$ cat src/rtl/ctrl_pkg.sv
// Shared types and encodings for the multi-cycle addi/bne control unit.
package ctrl_pkg;

    typedef enum logic [2:0] {
        FETCH  = 3'd0,
        DECODE = 3'd1,
        EXEC   = 3'd2,
        WB     = 3'd3,
        BRANCH = 3'd4,
        HALT   = 3'd5
    } ctrl_state_t;

    typedef enum logic [1:0] {
        ADDI = 2'd0,
        BNE  = 2'd1,
        ILL  = 2'd2
    } icls_t;

    localparam logic [6:0] OP_IMM    = 7'b0010011;
    localparam logic [6:0] OP_BRANCH = 7'b1100011;
    localparam logic [2:0] F3_ADDI   = 3'b000;
    localparam logic [2:0] F3_BNE    = 3'b001;

endpackage

$ cat src/rtl/instr_classify.sv
// Combinational instruction classifier: opcode/funct3 fields to instruction class.
module instr_classify
    import ctrl_pkg::*;
(
    input  logic [6:0] opcode,
    input  logic [2:0] funct3,
    output icls_t      icls
);

    // Only addi and bne are supported; everything else is flagged illegal.
    always_comb begin
        icls = ILL;
        if ((opcode == OP_IMM) && (funct3 == F3_ADDI)) begin
            icls = ADDI;
        end else if ((opcode == OP_BRANCH) && (funct3 == F3_BNE)) begin
            icls = BNE;
        end else begin
            icls = ILL;
        end
    end

endmodule

$ cat src/rtl/mc_ctrl_fsm.sv
// Multi-cycle control FSM for addi/bne: owns IR, branch flag, illegal flag and
// the retired-instruction counter. Outputs are registered alongside the state.
module mc_ctrl_fsm
    import ctrl_pkg::*;
#(
    parameter int DATA_WIDTH = 32,
    parameter int CNT_WIDTH  = 32
) (
    input  logic                  clk,
    input  logic                  rst,
    input  logic                  en,
    input  logic [DATA_WIDTH-1:0] instr,
    input  logic                  EQ,
    output logic [DATA_WIDTH-1:0] IR,
    output logic                  ALUctrl,
    output logic                  ALUsrc,
    output logic                  ImmSrc,
    output logic                  RegWrite,
    output logic                  PCWrite,
    output logic                  PCsrc,
    output logic                  illegal,
    output logic [CNT_WIDTH-1:0]  retired
);

    ctrl_state_t           state_q, state_d;
    icls_t                 icls_q, icls_d, icls_dec_s;
    logic [DATA_WIDTH-1:0] ir_q, ir_d;
    logic [CNT_WIDTH-1:0]  retired_q, retired_d;
    logic                  eq_q, eq_d;
    logic                  illegal_q, illegal_d;
    logic                  alu_ctrl_q, alu_ctrl_d;
    logic                  alu_src_q, alu_src_d;
    logic                  imm_src_q, imm_src_d;
    logic                  reg_write_q, reg_write_d;
    logic                  pc_write_q, pc_write_d;
    logic                  pc_src_q, pc_src_d;
    logic                  ir_write_s;

    instr_classify u_classify (
        .opcode (ir_q[6:0]),
        .funct3 (ir_q[14:12]),
        .icls   (icls_dec_s)
    );

    assign ir_write_s = (state_q == FETCH) && en && !rst;

    // Next-state logic; output values are computed for the state being entered.
    always_comb begin
        state_d     = state_q;
        ir_d        = ir_q;
        icls_d      = icls_q;
        eq_d        = eq_q;
        illegal_d   = illegal_q;
        alu_ctrl_d  = 1'b0;
        alu_src_d   = 1'b0;
        imm_src_d   = 1'b0;
        reg_write_d = 1'b0;
        pc_write_d  = 1'b0;
        pc_src_d    = 1'b0;
        retired_d   = retired_q + {{(CNT_WIDTH-1){1'b0}}, pc_write_q};
        case (state_q)
            FETCH: begin
                if (ir_write_s) begin
                    ir_d    = instr;
                    state_d = DECODE;
                end else begin
                    state_d = FETCH;
                end
            end
            DECODE: begin
                icls_d = icls_dec_s;
                if (icls_dec_s == ILL) begin
                    illegal_d = 1'b1;
                    state_d   = HALT;
                end else if (icls_dec_s == ADDI) begin
                    alu_ctrl_d = 1'b1;
                    alu_src_d  = 1'b1;
                    state_d    = EXEC;
                end else begin
                    imm_src_d = 1'b1;
                    state_d   = EXEC;
                end
            end
            EXEC: begin
                if (icls_q == BNE) begin
                    // PCsrc in BRANCH is the inverse of the flag captured here.
                    eq_d       = EQ;
                    pc_write_d = 1'b1;
                    pc_src_d   = ~EQ;
                    imm_src_d  = 1'b1;
                    state_d    = BRANCH;
                end else begin
                    reg_write_d = 1'b1;
                    pc_write_d  = 1'b1;
                    alu_ctrl_d  = 1'b1;
                    alu_src_d   = 1'b1;
                    state_d     = WB;
                end
            end
            WB:      state_d = FETCH;
            BRANCH:  state_d = FETCH;
            HALT:    state_d = HALT;
            default: state_d = FETCH;
        endcase
    end

    // State, instruction, flags, counter and output registers.
    always_ff @(posedge clk) begin
        if (rst) begin
            state_q     <= FETCH;
            icls_q      <= ADDI;
            ir_q        <= {DATA_WIDTH{1'b0}};
            eq_q        <= 1'b0;
            illegal_q   <= 1'b0;
            retired_q   <= {CNT_WIDTH{1'b0}};
            alu_ctrl_q  <= 1'b0;
            alu_src_q   <= 1'b0;
            imm_src_q   <= 1'b0;
            reg_write_q <= 1'b0;
            pc_write_q  <= 1'b0;
            pc_src_q    <= 1'b0;
        end else begin
            state_q     <= state_d;
            icls_q      <= icls_d;
            ir_q        <= ir_d;
            eq_q        <= eq_d;
            illegal_q   <= illegal_d;
            retired_q   <= retired_d;
            alu_ctrl_q  <= alu_ctrl_d;
            alu_src_q   <= alu_src_d;
            imm_src_q   <= imm_src_d;
            reg_write_q <= reg_write_d;
            pc_write_q  <= pc_write_d;
            pc_src_q    <= pc_src_d;
        end
    end

    // Reset masks the controls immediately so a WB/BRANCH cycle cut by reset writes nothing.
    assign ALUctrl  = alu_ctrl_q  & ~rst;
    assign ALUsrc   = alu_src_q   & ~rst;
    assign ImmSrc   = imm_src_q   & ~rst;
    assign RegWrite = reg_write_q & ~rst;
    assign PCWrite  = pc_write_q  & ~rst;
    assign PCsrc    = pc_src_q    & ~rst;
    assign IR       = ir_q;
    assign illegal  = illegal_q;
    assign retired  = retired_q;

endmodule

$ cat config.mk
export PLATFORM = sky130hd
export DESIGN_NAME = mc_ctrl_fsm
export DESIGN_NICKNAME = d
export VERILOG_FILES = /design/src/rtl/ctrl_pkg.sv /design/src/rtl/instr_classify.sv /design/src/rtl/mc_ctrl_fsm.sv
export SDC_FILE = /design/constraint.sdc
export NUM_CORES = 1
export LEC_CHECK = 0
export CORE_AREA = 2 2 89 133
export DETAILED_ROUTE_END_ITERATION = 8
export DIE_AREA = 0 0 91 135
export PLACE_DENSITY_LB_ADDON = 0.12
export SKIP_CTS_REPAIR_TIMING = 1
export SLEW_MARGIN = 20
export SYNTH_ARGS = -nofsm -noshare
export SYNTH_HDL_FRONTEND = slang
export SYNTH_SLANG_ARGS = --single-unit
$ cat constraint.sdc
create_clock -name clk -period 2.3 [get_ports clk]
set_input_delay 0.46 -clock clk [delete_from_list [all_inputs] [get_ports clk]]
set_output_delay 0.46 -clock clk [all_outputs]
set_load 0.01 [all_outputs]
=== Word level (Yosys, flattened, before mapping) ===
Index checks and enable logic that the tools add are counted.

* Memories: 0
* Register bits after elaboration: 75
* Latch bits: 0
* Memory bits (read-only): 0
* Bits in writable memories: 0
* Word-level logic and storage cells: 55

* Div/mod/pow operators: 0
* Muxes and demuxes: 15
* Shifts and indexed selects: 0
* Eq/ne operators: 8
* Bitwise operators: 9
* Reduce and logical (&&, ||, !) cells: 12
* $add $sub $neg: 1
* $mul: 0
* Magnitude comparators: 0

{| class="wikitable"
|+ Operators by type and width
! kind !! number
|-
| $add A32 B1 Y32 || 1
|-
| $pmux W3 S4 || 1
|-
| $mux W1 || 8
|-
| $eq A7 B5 Y1 const B || 1
|-
| $eq A7 B7 Y1 const B || 1
|-
| $eq A3 B1 Y1 const B || 2
|-
| $logic_not A3 Y1 || 2
|-
| $mux W3 || 2
|-
| $and A1 B1 Y1 || 5
|-
| $logic_and A1 B1 Y1 || 4
|-
| $mux W2 || 2
|-
| $not A1 Y1 || 4
|-
| $pmux W1 S2 || 2
|-
| $reduce_and A2 Y1 || 2
|-
| $eq A3 B2 Y1 const B || 1
|-
| $eq A3 B3 Y1 const B || 1
|-
| $reduce_or A3 Y1 || 1
|-
| $eq A2 B1 Y1 const B || 1
|-
| $eq A2 B2 Y1 const B || 1
|-
| $logic_not A2 Y1 || 1
|-
| $reduce_or A2 Y1 || 1
|-
| $logic_not A1 Y1 || 1
|}

=== Longest topological paths before layout ===
* Depth after elaboration: 8
* Gate-level depth with buffers: 7
* Mapped depth without buffers: 6

=== Cells and area by module ===
From an unflattened synthesis, not the netlist that was laid out.

* Cell total of the unflattened synthesis: 367
* Area, all modules: 3145.5 um^2

{| class="wikitable"
|+ By module, submodules not included
! module !! area an instance (um^2) !! times used !! cells an instance
|-
| mc_ctrl_fsm || 3101.7 || 1 || 361
|-
| instr_classify || 43.8 || 1 || 6
|}

=== Least setup slack after synthesis ===
OpenSTA, ideal clock, no wires.

* Path type: flip-flop to flip-flop
* Start point: register retired_q[0] (netlist: retired[0])
* End point: register retired_q[31] (netlist: retired[31])
* Cell stages (with the launch flop): 7
* Setup time: 0.121 ns
* Setup slack: 0.394 ns
* Clock period less this slack: 1.906 ns
* Arrival time: 1.785 ns
* Cells stage by stage: dfxtp_1 > ha_1 > nand4_1 > or2_4 > buf_6 > nor4_1 > mux2_2

* Cells in the longest elaborated chain, start to end: 1

{| class="wikitable"
|+ RTL lines
! item !! line !! RTL
|-
| start, declared || mc_ctrl_fsm.sv:28 || <nowiki>logic [CNT_WIDTH-1:0] retired_q, retired_d;</nowiki>
|-
| start signal, assigned || mc_ctrl_fsm.sv:115 || <nowiki>retired_q <= {CNT_WIDTH{1'b0}};</nowiki>
|-
| start signal, assigned || mc_ctrl_fsm.sv:128 || <nowiki>retired_q <= retired_d;</nowiki>
|-
| $add A32 B1 Y32 || mc_ctrl_fsm.sv:60 || <nowiki>retired_d = retired_q + {{(CNT_WIDTH-1){1'b0}}, pc_write_q};</nowiki>
|}

No other way between the ends.
A chain may end at the register's enable or synchronous reset.

=== Final worst setup path ===
* Start point: register retired_q[0] (netlist: retired[0])
* End point: register retired_q[26] (netlist: retired[26])

Same word-level chain as after synthesis.

==> results.md <==
* GRT met2 Usage at 0.256
* Slowest-stage cell, CP: or4b_1
* Worst path cell trace: ha_1 -> ha_1 -> nand4_1 -> nor4_2 -> or4b_1 -> a21oi_1
* Maximum level of the CTS H-tree at 3
* Most used cell, CP: ha_1
* Post-Layout Inst Area at 4730 sq um
* CP Data Arrival Time at 2300 ps
* IO Pins at 107
* Cell-internal power at 2470 uW
* Hold Crit Class: register to register
* Static leakage at 0.00160 uW
* CP Class: register to register
* Syn nets at 405
* Routability cong. at 0.776
* Synthesis-stage register bit count at 75
* RSZ-0062 raised after global routing: no
* # DRC at 0
* Worst-path clk slew at 60 ps
* Flop pwr share at 0.434
* Power Dens Cells at 674 nW/um^2
* Seq/Total Area, Yosys at 0.475
* CTS tree: yes
* Worst Clk Skew at 7.01 ps
* Storage cell area at 1500 sq um
* Global routing's busiest layer: met2
* Initial Util at 0.286
* Iter 0 DRT Violations at 103
* Fin crit period at 2040 ps
* Top cells by area, synth: dfxtp_1 48%, nand2b_1 6.7%, o21ai_0 5.5%
* Initial antenna violation count at 0
* Port bufs at 106
* Crit end category: register
* Max incr delay on CP at 470 ps
* Hold depth at 2
* Via density at 4.69
* Gate power share at 0.093
* # rows at 47
* Slew headroom at 0.689
* Area Growth Syn to Fin at 49.7%
* Die area at 12,300 sq um
* Worst r2r dst: retired[26]
* Max cap viols at 0
* Worst skew pair latency at 330 ps
* Clk sinks at 75
* FFs w/ async S/R, synth at 0
* Area of the core at 11,100 sq um
* Clock share of power at 0.473
* Most common cell after layout, fill and taps aside: clkdlybuf4s50_1
* Status: finished clean
* Total GRT Usage at 0.147
* PnR Total Power at 3190 uW
* M1 GR Usage at 0.165
* Synth cell types at 40
* CTS root buffer: clkbuf_16
* Dominant cell type by area after synthesis: dfxtp_1
* Area of placed instances at 4410 sq um
* Final WS setup at 257 ps
* Number of global-route vias before repair at 2,947
* Ys Warns at 0
* N_diodes at 0
* Final core occ at 0.428
* Fill cell count at 1,142
* Hold Path Origin: icls_q[0]
* Net Sw Frac at 0.225
* Grt total ovfl at 0
* Top FF cell, synth: dfxtp_1
* Setup Viol. Count Final at 0
* Worst Hold Path EP: icls_q[0]
* Antenna-violating nets left at 0
* Final net count at 513
* Num CTS Buffers at 9
* R2R Setup Slk at 260 ps
* Final HPWL DP at 6.41 mm
* Worst-Margin Slew at 460 ps
* Switching pwr at 718 uW
* Total wire length at 8.77 mm
* Dpl ws at 164 ps
* Required @ worst endpoint at 2560 ps
* Post-synthesis cell area at 3160 sq um
* Die Width at 91 um
* Max Slew Vio Count at 0
* Clock Tree Buf Depth at 2
* Syn avg cell area at 8.61 sq um
* Post-synth EDFFs at 0
* Fin. Hold Viols at 0
* Post-Synthesis Cells at 367
* Fmax at 489 MHz
* Die height at 135 um
* Vias at 2,940
* Final setup TNS at 0 ps
* FF-to-FF Start: retired[0]
* Most frequent cells in the layout: 105 x clkdlybuf4s50_1, 75 x dfxtp_1, 46 x nand2_1
* First-pass GRT wire length at 14.5 mm
* Worst-path fanout max at 4
* Largest net degree at the start of global routing at 47
* Met3 usage at 0.0525
* Synth top area share at 0.475
* Layout cell share with drive strength beyond 1 at 0.0833
* Reg2reg path depth at 6
* Multi-input logic area at 1570 sq um
* DR pass1 iterations at 4
* Wire per inst at 14.0 um
* Crit path launch type: register
* VDD IR max at 0.000327 V
* Final Cycle Share at 0.888
==> cell type report <==
cell class,instances,share of cell area
clock buffers,9,0.0476
clock inverters,7,0.0196
inverters,3,0.00238
multi-input cells,269,0.331
flip-flops and latches,75,0.317
well taps,147,0.0389
repair buffers,117,0.243
==> kinds of logic (layout without fill, tap and decap cells) <==
logic type | Yosys count | after routing | share of synthesized area
multiplexers | 4 | 4 | 0.0143
AO/OA/AOI/OAI | 67 | 67 | 0.118
buffers and inverters | 23 | 136 | 0.0317
XOR/XNOR | 13 | 13 | 0.0360
adder cells (fa/ha/maj) | 2 | 2 | 0.00792
AND/OR/NAND/NOR | 183 | 183 | 0.317
flip-flops | 75 | 75 | 0.475
==> cell usage after synthesis, types with 2 or more instances <==
library cell   n
nand4_1        9
clkbuf_1      14
nor4_1         9
dfxtp_1       75
nor4b_1        2
nand2_1       46
or4_1          9
xnor2_1        7
nor3_1         4
o41ai_1        2
and3_1         3
buf_2          2
xor2_1         6
buf_1          2
and4_1         5
or4b_1         2
nor2_1        25
a21oi_1       18
nor2b_1       13
and2_1         2
nand2b_1      34
mux2_2         4
o31ai_1        9
inv_1          3
ha_1           2
nand3_1       12
o21ai_0       35
==> state kept, by name, summed over array words and instances (netlist names), 2 cells and up <==
name     flops
retired     32
icls_q       2
state_q      3
IR          32
==> stage by stage <==
| step | hold WS [ps] | instances |
|---|---|---|
| floorplan | 437 | 367 |
| global placement | 444 | 611 |
| detailed placement | 452 | 611 |
| CTS | 462 | 627 |
| global route | 488 | 627 |
| finish | 459 | 627 |
==> how the worst max path moves through the flow <==
stage / start / end / slack, ps / depth (start not counted)
5_1_grt: retired[0] / retired[28] / 70 / 6
2_1_floorplan: retired[0] / retired[31] / 390 / 6
4_1_cts: retired[0] / retired[26] / 140 / 6
3_3_place_gp: retired[0] / retired[26] / 230 / 6
3_5_place_dp: retired[0] / retired[26] / 160 / 6
6_report: retired[0] / retired[26] / 260 / 6
==> critical path: cells and delay by family, from the launching register on <==
family,cells,cell delay (ps)
AOI/OAI and AO/OA,1,160
and+or+nand+nor,3,1020
DFF,1,330
adders and majority gates,2,460
==> power groups by stage <==
stage / Sequential (uW) / Combinational (uW) / Clock (uW)
floorplan: 1430 / 91.9 / 0
global placement: 1410 / 299 / 0
detailed placement: 1410 / 301 / 0
CTS: 1390 / 302 / 1550
global route: 1390 / 326 / 1610
finish: 1390 / 296 / 1510
==> per-layer routing <==
metal	wire length (um)	part of all wire
met1	3470	0.40
met2	4600	0.52
met3	570	0.065
met4	132	0.015
met5	0	0
Note: power is estimated with default switching activity, not from simulation.
